--- config.mk ---
export PLATFORM = sky130hd
export DESIGN_NAME = reset_sequencer_flat
export DESIGN_NICKNAME = d
export VERILOG_FILES = /design/src/rtl/reset_seq_pkg.sv /design/src/rtl/reset_sequencer_if.sv /design/src/rtl/reset_seq_timer.sv /design/src/rtl/reset_sequencer.sv /design/src/flat_wrapper.sv
export SDC_FILE = /design/constraint.sdc
export NUM_CORES = 1
export LEC_CHECK = 0
export ABC_AREA = 1
export CORE_ASPECT_RATIO = 1.5
export CORE_MARGIN = 2
export CORE_UTILIZATION = 62
export CTS_CLUSTER_DIAMETER = 100
export DETAILED_ROUTE_END_ITERATION = 6
export PLACE_DENSITY = 0.86
export SLEW_MARGIN = 20
export SYNTH_ARGS = -nofsm -noshare
export SYNTH_HDL_FRONTEND = slang
export SYNTH_SLANG_ARGS = --single-unit
--- constraint.sdc ---
create_clock -name sys_clk -period 5 [get_ports sys_clk]
set_clock_uncertainty 0.1 [all_clocks]
set_input_delay 1 -clock sys_clk [delete_from_list [all_inputs] [get_ports sys_clk]]
set_output_delay 1 -clock sys_clk [all_outputs]
set_load 0.02 [all_outputs]
--- src/rtl/reset_seq_pkg.sv ---
// Shared types and width helpers for the reset/initialisation sequencer.
package reset_seq_pkg;

    typedef enum logic [2:0] {
        ST_ASSERT,
        ST_INIT,
        ST_GAP,
        ST_RUN,
        ST_FAULT
    } seq_state_e;

    // Bits needed to hold 0..max_val, never less than one.
    function automatic int cnt_width(input int max_val);
        return (max_val < 1) ? 1 : $clog2(max_val + 1);
    endfunction

    function automatic int max3(input int a, input int b, input int c);
        int m;
        m = (a > b) ? a : b;
        return (m > c) ? m : c;
    endfunction

    localparam int DEF_CNT_W = cnt_width(65536);
    localparam int DEF_FC_W  = cnt_width(4 - 1);
    localparam int DEF_RC_W  = cnt_width(3);

endpackage

--- src/rtl/reset_sequencer_if.sv ---
// Per-channel reset/init nets and status between the sequencer and its channels.
interface reset_sequencer_if #(
    parameter int CHANNELS = 4,
    parameter int FC_W     = reset_seq_pkg::DEF_FC_W,
    parameter int RC_W     = reset_seq_pkg::DEF_RC_W
);
    logic [CHANNELS-1:0] rst_request;
    logic [CHANNELS-1:0] init_done;
    logic [CHANNELS-1:0] sync_rst_out;
    logic [CHANNELS-1:0] clk_en_out;
    logic [CHANNELS-1:0] init_out;
    logic                seq_busy;
    logic                fault;
    logic [FC_W-1:0]     fault_channel;
    logic [RC_W-1:0]     retry_count;

    modport master (
        input  rst_request, init_done,
        output sync_rst_out, clk_en_out, init_out, seq_busy,
               fault, fault_channel, retry_count
    );

    modport slave (
        output rst_request, init_done,
        input  sync_rst_out, clk_en_out, init_out, seq_busy,
               fault, fault_channel, retry_count
    );
endinterface

--- src/rtl/reset_seq_timer.sv ---
// Loadable down-counter, saturating at zero; done flags the terminal count.
module reset_seq_timer #(
    parameter int               WIDTH       = reset_seq_pkg::DEF_CNT_W,
    parameter logic [WIDTH-1:0] RESET_VALUE = '0
) (
    input  logic             sys_clk,
    input  logic             async_rst_in,
    input  logic             clk_en,
    input  logic             load,
    input  logic [WIDTH-1:0] load_value,
    output logic             done
);
    logic [WIDTH-1:0] count;

    always_ff @(posedge sys_clk or posedge async_rst_in) begin
        if (async_rst_in) begin
            count <= RESET_VALUE;
        end else if (clk_en) begin
            if (load) begin
                count <= load_value;
            end else if (count != '0) begin
                count <= count - 1'b1;
            end
        end
    end

    assign done = (count == '0);
endmodule

--- src/rtl/reset_sequencer.sv ---
// Holds all channels in reset, then releases and initialises them in index
// order with per-stage timeout, bounded full-sequence retries and fault latch.
module reset_sequencer
    import reset_seq_pkg::*;
#(
    parameter int CHANNELS      = 4,
    parameter int HOLDCYCLES    = 16,
    parameter int STAGEGAP      = 64,
    parameter int TIMEOUTCYCLES = 65536,
    parameter int MAXRETRIES    = 3
) (
    input  logic              sys_clk,
    input  logic              async_rst_in,
    input  logic              clk_en,
    reset_sequencer_if.master bus
);
    // state  | meaning
    // ASSERT | all channels in reset, hold timer running
    // INIT   | channel `stage` released with init_out high, waiting for init_done
    // GAP    | spacing between an acknowledge and the next channel release
    // RUN    | every channel released, seq_busy low
    // FAULT  | retries exhausted, channels in reset, fault latched

    localparam int CNT_W = cnt_width(max3(HOLDCYCLES, STAGEGAP, TIMEOUTCYCLES));
    localparam int FC_W  = cnt_width(CHANNELS - 1);
    localparam int RC_W  = cnt_width(MAXRETRIES);

    localparam logic [CNT_W-1:0] HOLD_LOAD = CNT_W'(HOLDCYCLES - 1);
    localparam logic [CNT_W-1:0] GAP_LOAD  = CNT_W'((STAGEGAP > 0) ? STAGEGAP - 1 : 0);
    localparam logic [CNT_W-1:0] TMO_LOAD  = CNT_W'(TIMEOUTCYCLES - 1);
    localparam logic [FC_W-1:0]  LAST_CH   = FC_W'(CHANNELS - 1);
    localparam logic [RC_W-1:0]  MAX_RETRY = RC_W'(MAXRETRIES);

    seq_state_e       state;
    logic [FC_W-1:0]  stage;
    logic [FC_W-1:0]  next_stage;
    logic             pending;
    logic             req_now;
    logic             ack;
    logic             last;
    logic             tmr_done;
    logic             tmr_load;
    logic [CNT_W-1:0] tmr_value;

    assign req_now    = pending | (|bus.rst_request);
    assign ack        = bus.init_done[stage];
    assign last       = (stage == LAST_CH);
    assign next_stage = stage + 1'b1;

    // Reload the shared timer on the same edge the FSM enters a timed state.
    always_comb begin
        tmr_load  = 1'b0;
        tmr_value = HOLD_LOAD;
        if (req_now) begin
            tmr_load = 1'b1;
        end else begin
            case (state)
                ST_ASSERT: begin
                    if (tmr_done) begin
                        tmr_load  = 1'b1;
                        tmr_value = TMO_LOAD;
                    end
                end
                ST_INIT: begin
                    if (ack) begin
                        if (!last) begin
                            tmr_load  = 1'b1;
                            tmr_value = (STAGEGAP == 0) ? TMO_LOAD : GAP_LOAD;
                        end
                    end else if (tmr_done) begin
                        tmr_load = 1'b1;
                    end
                end
                ST_GAP: begin
                    if (tmr_done) begin
                        tmr_load  = 1'b1;
                        tmr_value = TMO_LOAD;
                    end
                end
                default: begin
                end
            endcase
        end
    end

    reset_seq_timer #(
        .WIDTH       (CNT_W),
        .RESET_VALUE (HOLD_LOAD)
    ) u_timer (
        .sys_clk      (sys_clk),
        .async_rst_in (async_rst_in),
        .clk_en       (clk_en),
        .load         (tmr_load),
        .load_value   (tmr_value),
        .done         (tmr_done)
    );

    always_ff @(posedge sys_clk or posedge async_rst_in) begin
        if (async_rst_in) begin
            state             <= ST_ASSERT;
            stage             <= '0;
            pending           <= 1'b0;
            bus.sync_rst_out  <= '1;
            bus.clk_en_out    <= '0;
            bus.init_out      <= '0;
            bus.seq_busy      <= 1'b1;
            bus.fault         <= 1'b0;
            bus.fault_channel <= '0;
            bus.retry_count   <= '0;
        end else begin
            // Every enabled edge acts on req_now by entering ASSERT, so capture
            // only needs to persist across disabled edges.
            pending <= req_now & ~clk_en;
            if (clk_en) begin
                if (req_now) begin
                    if (state == ST_FAULT) begin
                        bus.fault         <= 1'b0;
                        bus.fault_channel <= '0;
                        bus.retry_count   <= '0;
                    end
                    state            <= ST_ASSERT;
                    stage            <= '0;
                    bus.sync_rst_out <= '1;
                    bus.clk_en_out   <= '0;
                    bus.init_out     <= '0;
                    bus.seq_busy     <= 1'b1;
                end else begin
                    case (state)
                        ST_ASSERT: begin
                            if (tmr_done) begin
                                state               <= ST_INIT;
                                stage               <= '0;
                                bus.sync_rst_out[0] <= 1'b0;
                                bus.clk_en_out[0]   <= 1'b1;
                                bus.init_out[0]     <= 1'b1;
                            end
                        end
                        ST_INIT: begin
                            if (ack) begin
                                bus.init_out[stage] <= 1'b0;
                                if (last) begin
                                    state           <= ST_RUN;
                                    bus.seq_busy    <= 1'b0;
                                    bus.retry_count <= '0;
                                end else if (STAGEGAP == 0) begin
                                    state                        <= ST_INIT;
                                    stage                        <= next_stage;
                                    bus.sync_rst_out[next_stage] <= 1'b0;
                                    bus.clk_en_out[next_stage]   <= 1'b1;
                                    bus.init_out[next_stage]     <= 1'b1;
                                end else begin
                                    state <= ST_GAP;
                                end
                            end else if (tmr_done) begin
                                bus.sync_rst_out <= '1;
                                bus.clk_en_out   <= '0;
                                bus.init_out     <= '0;
                                if (bus.retry_count < MAX_RETRY) begin
                                    state           <= ST_ASSERT;
                                    stage           <= '0;
                                    bus.retry_count <= bus.retry_count + 1'b1;
                                end else begin
                                    state             <= ST_FAULT;
                                    bus.fault         <= 1'b1;
                                    bus.fault_channel <= stage;
                                end
                            end
                        end
                        ST_GAP: begin
                            if (tmr_done) begin
                                state                        <= ST_INIT;
                                stage                        <= next_stage;
                                bus.sync_rst_out[next_stage] <= 1'b0;
                                bus.clk_en_out[next_stage]   <= 1'b1;
                                bus.init_out[next_stage]     <= 1'b1;
                            end
                        end
                        default: begin
                        end
                    endcase
                end
            end
        end
    end
endmodule

--- src/flat_wrapper.sv ---
// flat-port wrapper written by rule: the top's interface ports become plain ports
module reset_sequencer_flat import reset_seq_pkg::*;
#(
    parameter int CHANNELS      = 4,
    parameter int HOLDCYCLES    = 16,
    parameter int STAGEGAP      = 64,
    parameter int TIMEOUTCYCLES = 65536,
    parameter int MAXRETRIES    = 3
)
  (sys_clk, async_rst_in, clk_en, bus_rst_request, bus_init_done, bus_sync_rst_out, bus_clk_en_out, bus_init_out, bus_seq_busy, bus_fault, bus_fault_channel, bus_retry_count);
  reset_sequencer_if #(.CHANNELS(CHANNELS), .FC_W(2), .RC_W(2)) bus_i ();
  input  logic sys_clk;
  input  logic async_rst_in;
  input  logic clk_en;
  input wire logic [$bits(bus_i.rst_request)-1:0] bus_rst_request;
  input wire logic [$bits(bus_i.init_done)-1:0] bus_init_done;
  output wire logic [$bits(bus_i.sync_rst_out)-1:0] bus_sync_rst_out;
  output wire logic [$bits(bus_i.clk_en_out)-1:0] bus_clk_en_out;
  output wire logic [$bits(bus_i.init_out)-1:0] bus_init_out;
  output wire logic [$bits(bus_i.seq_busy)-1:0] bus_seq_busy;
  output wire logic [$bits(bus_i.fault)-1:0] bus_fault;
  output wire logic [$bits(bus_i.fault_channel)-1:0] bus_fault_channel;
  output wire logic [$bits(bus_i.retry_count)-1:0] bus_retry_count;
  assign bus_i.rst_request = bus_rst_request;
  assign bus_i.init_done = bus_init_done;
  assign bus_sync_rst_out = bus_i.sync_rst_out;
  assign bus_clk_en_out = bus_i.clk_en_out;
  assign bus_init_out = bus_i.init_out;
  assign bus_seq_busy = bus_i.seq_busy;
  assign bus_fault = bus_i.fault;
  assign bus_fault_channel = bus_i.fault_channel;
  assign bus_retry_count = bus_i.retry_count;
  reset_sequencer #(.CHANNELS(CHANNELS), .HOLDCYCLES(HOLDCYCLES), .STAGEGAP(STAGEGAP), .TIMEOUTCYCLES(TIMEOUTCYCLES), .MAXRETRIES(MAXRETRIES)) u_core (.sys_clk(sys_clk), .async_rst_in(async_rst_in), .clk_en(clk_en), .bus(bus_i));
endmodule
==> impl_metrics.tcl <==
set metrics [dict create \
    status "completed" \
    crit_arrival_ps 3010 \
    p_clk_share_pct 39.7 \
    cts_max_level 2 \
    grt_overflow 0 \
    fillers 375 \
    wirelength_um 6540 \
    cp.required_ps 5090 \
    antenna_found_initial 0 \
    ioPinCount 29 \
    clkTransAtPathRegs_ps 80 \
    dp_hpwl_um 4930 \
    ys_seq_area_share_pct 35.7 \
    slew_headroom_pct 66.1 \
    final_util_pct 73.6 \
    critPathTopFamily "buffers and inverters" \
    crit_path_top_delay_cell "clkdlybuf4s50_1" \
    rows 30 \
    hold_violations 0 \
    setup_tns_ps 0 \
    min_path_type "flop to flop" \
    ant_nets 0 \
    diodes 0 \
    critPathKind "input pin to flop" \
    comb_power_share_pct 10.3 \
    dieArea_sq_um 5260 \
    final_common_cell "nand2_1" \
    syn_nets 419 \
    start_util_pct 64.5 \
    clockRootBuffer "clkbuf_8" \
    max_freq_mhz 342 \
    cts_buffers 5 \
    synth.avg_cell_area_sq_um 7.24 \
    yosysUniqueCellTypes 35 \
    clk_latency_ps 300 \
    switching_share_pct 23.6 \
    syn2layout_area_growth_pct 14.1 \
    grt_usage_pct 27.3 \
    path_buf_inv 5 \
    internal_power_mw 0.531 \
    yosys_warnings 0 \
    power_mw 0.695 \
    period_share_pct 58.5 \
    die_w_um 59.9 \
    routedWlPerCell_um 13.7 \
    setup_viol_count_final 0 \
    mostFrequentLayoutCells "nand2_1 (139), nand3_1 (40), nor2_1 (32), dfrtp_1 (32), inv_1 (31)" \
    crit_chain "clkdlybuf4s50_1, nor2_1, nand3_1, buf_4, inv_2, nand2_1, inv_2, nand3_4, nand2_4, inv_4, nand2_1, nand2_1" \
    syn_inst 401 \
    power_density_nw_per_um2 210 \
    io_buffers 28 \
    drt_iter0_drc 142 \
    period_minus_slack_ps 2920 \
    cts_tree "built" \
    cts_resized 0 \
    drcViolationCount 0 \
    hold_buffers 0 \
    switchingPower_mw 0.164 \
    max-clock-path-buffers 2 \
    vias 2653 \
    leakage_nw 1.67 \
    critPathMostFrequentCell "nand2_1" \
    tightest_slew_ps 509 \
    maxCapViolations 0 \
    rsz0062_at_grt "no" \
    critPathMaxFanout 21 \
    drive_above_1_share_pct 16.0 \
    postCtsSetupBuffers 0 \
    start_kind "input pin" \
    gp_congestion 0.924 \
    synth_seq_cells 41 \
    seqCellArea_sq_um 1040 \
    clock-sinks 41 \
    coreArea_sq_um 4500 \
    seqPwrFrac_pct 49.9 \
    grt_max_degree 42 \
    netlist_area_sq_um 2900 \
    max_stage_delay_ps 400 \
    via_per_inst 5.54 \
    ir_drop_mv 0.162 \
    fin_nets 448 \
    die_y_um 87.8 \
    grt_pass1_vias 2561 \
    grt_pass1_wl_um 11000 \
    end_kind "flop" \
    dr.pass1.iters 5 \
    multi_input_area_sq_um 1650 \
    slew_violations 0 \
]
-- power by group through the flow --
| stage | sequential (mW) | combinational, mW | clock [mW] |
|---|---|---|---|
| after CTS | 0.347 | 0.0720 | 0.282 |
| after floorplan | 0.356 | 0.0465 | 0 |
| final | 0.347 | 0.0719 | 0.276 |
| after detailed placement | 0.353 | 0.0717 | 0 |
| after global placement | 0.353 | 0.0700 | 0 |
| after global routing | 0.348 | 0.0803 | 0.297 |
-- worst register-to-register path, delay by kind of cell (launching register included) --
kind                       cells  cell delay [ps]
buffers and inverters          4              530
and+or+nand+nor                9              780
adders and majority gates      1              210
DFF                            1              530
-- cell families (layout without fill, tap and decap cells) --
group           count (synthesis)  in the layout  synth area share (%)
compound gates                 28             28                  5.64
buf+inv                        48             78                  7.41
xor+xnor                       10             10                  3.02
fa+ha+maj                       7              7                  3.02
simple gates                  267            267                  45.2
flops                          41             41                  35.7
-- per-stage QoR --
step | area, sq um | setup slack (ps) | hold WS, ps | instances
after global placement | 3200 | 1880 | 360 | 471
after detailed placement | 3200 | 1790 | 365 | 471
after floorplan | 2900 | 2760 | 350 | 401
after global routing | 3310 | 1900 | 394 | 479
final | 3310 | 2080 | 374 | 479
after CTS | 3310 | 2100 | 378 | 479
-- worst paths after layout --
kind | from | end | slack (ps) | cells past startpoint
min in group asynchronous | async_rst_in | u_core.bus.clk_en_out[2] | 1030 | 3
worst max register to register | u_core.u_timer.count[0] | u_core.u_timer.count[10] | 2740 | 14
worst min register to register | u_core.bus.sync_rst_out[3] | u_core.bus.sync_rst_out[3] | 370 | 2
max in group asynchronous | async_rst_in | u_core.bus.seq_busy | 3380 | 3
worst min-delay path | u_core.bus.sync_rst_out[3] | u_core.bus.sync_rst_out[3] | 370 | 2
worst max-delay path | bus_rst_request[1] | u_core.u_timer.count[10] | 2080 | 12
-- final cells by class --
class / count / share of cell area, %
clock buffers: 7 / 2.61
clock inverters: 1 / 0.906
inverters: 40 / 4.61
multi-input cells: 312 / 49.8
flip-flops and latches: 41 / 31.3
well taps: 48 / 1.81
repair buffers: 30 / 8.91
-- sequential cells by signal, indices dropped and copies added (netlist names) --
name                      flops
u_core.u_timer.count         17
u_core.bus.fault              1
u_core.bus.init_out           4
u_core.stage                  2
u_core.bus.sync_rst_out       4
u_core.state                  3
u_core.pending                1
u_core.bus.fault_channel      2
u_core.bus.seq_busy           1
u_core.bus.clk_en_out         4
u_core.bus.retry_count        2
-- metal layers --
layer / share of wire [%] / vias to the layer above / global-route usage (%)
met3: 3.6 / 19 / 4.28
li1: - / 1330 / -
met1: 41 / 1223 / 31.0
met4: 2.8 / 0 / 13.5
met2: 52 / 81 / 48.1
met5: 0 / - / 0
-- cell usage after synthesis (all sizes together) --
cell,count,area share [%]
a22oi,1,0.26
a21oi,7,1.2
xnor2,6,1.8
nand3b,1,0.26
buf,5,1.8
dfstp,9,8.1
inv,39,5.1
nand3,48,10
nand4,6,1.3
o211ai,2,0.52
nor3,8,1.8
o21ai,16,3.1
xor2,4,1.2
o31ai,2,0.52
nor2,44,8.5
nand2,160,23
clkbuf,3,0.39
clkinv,1,0.13
ha,7,3.0
dfrtp,32,28
Note: power is estimated with default switching activity, not from simulation.
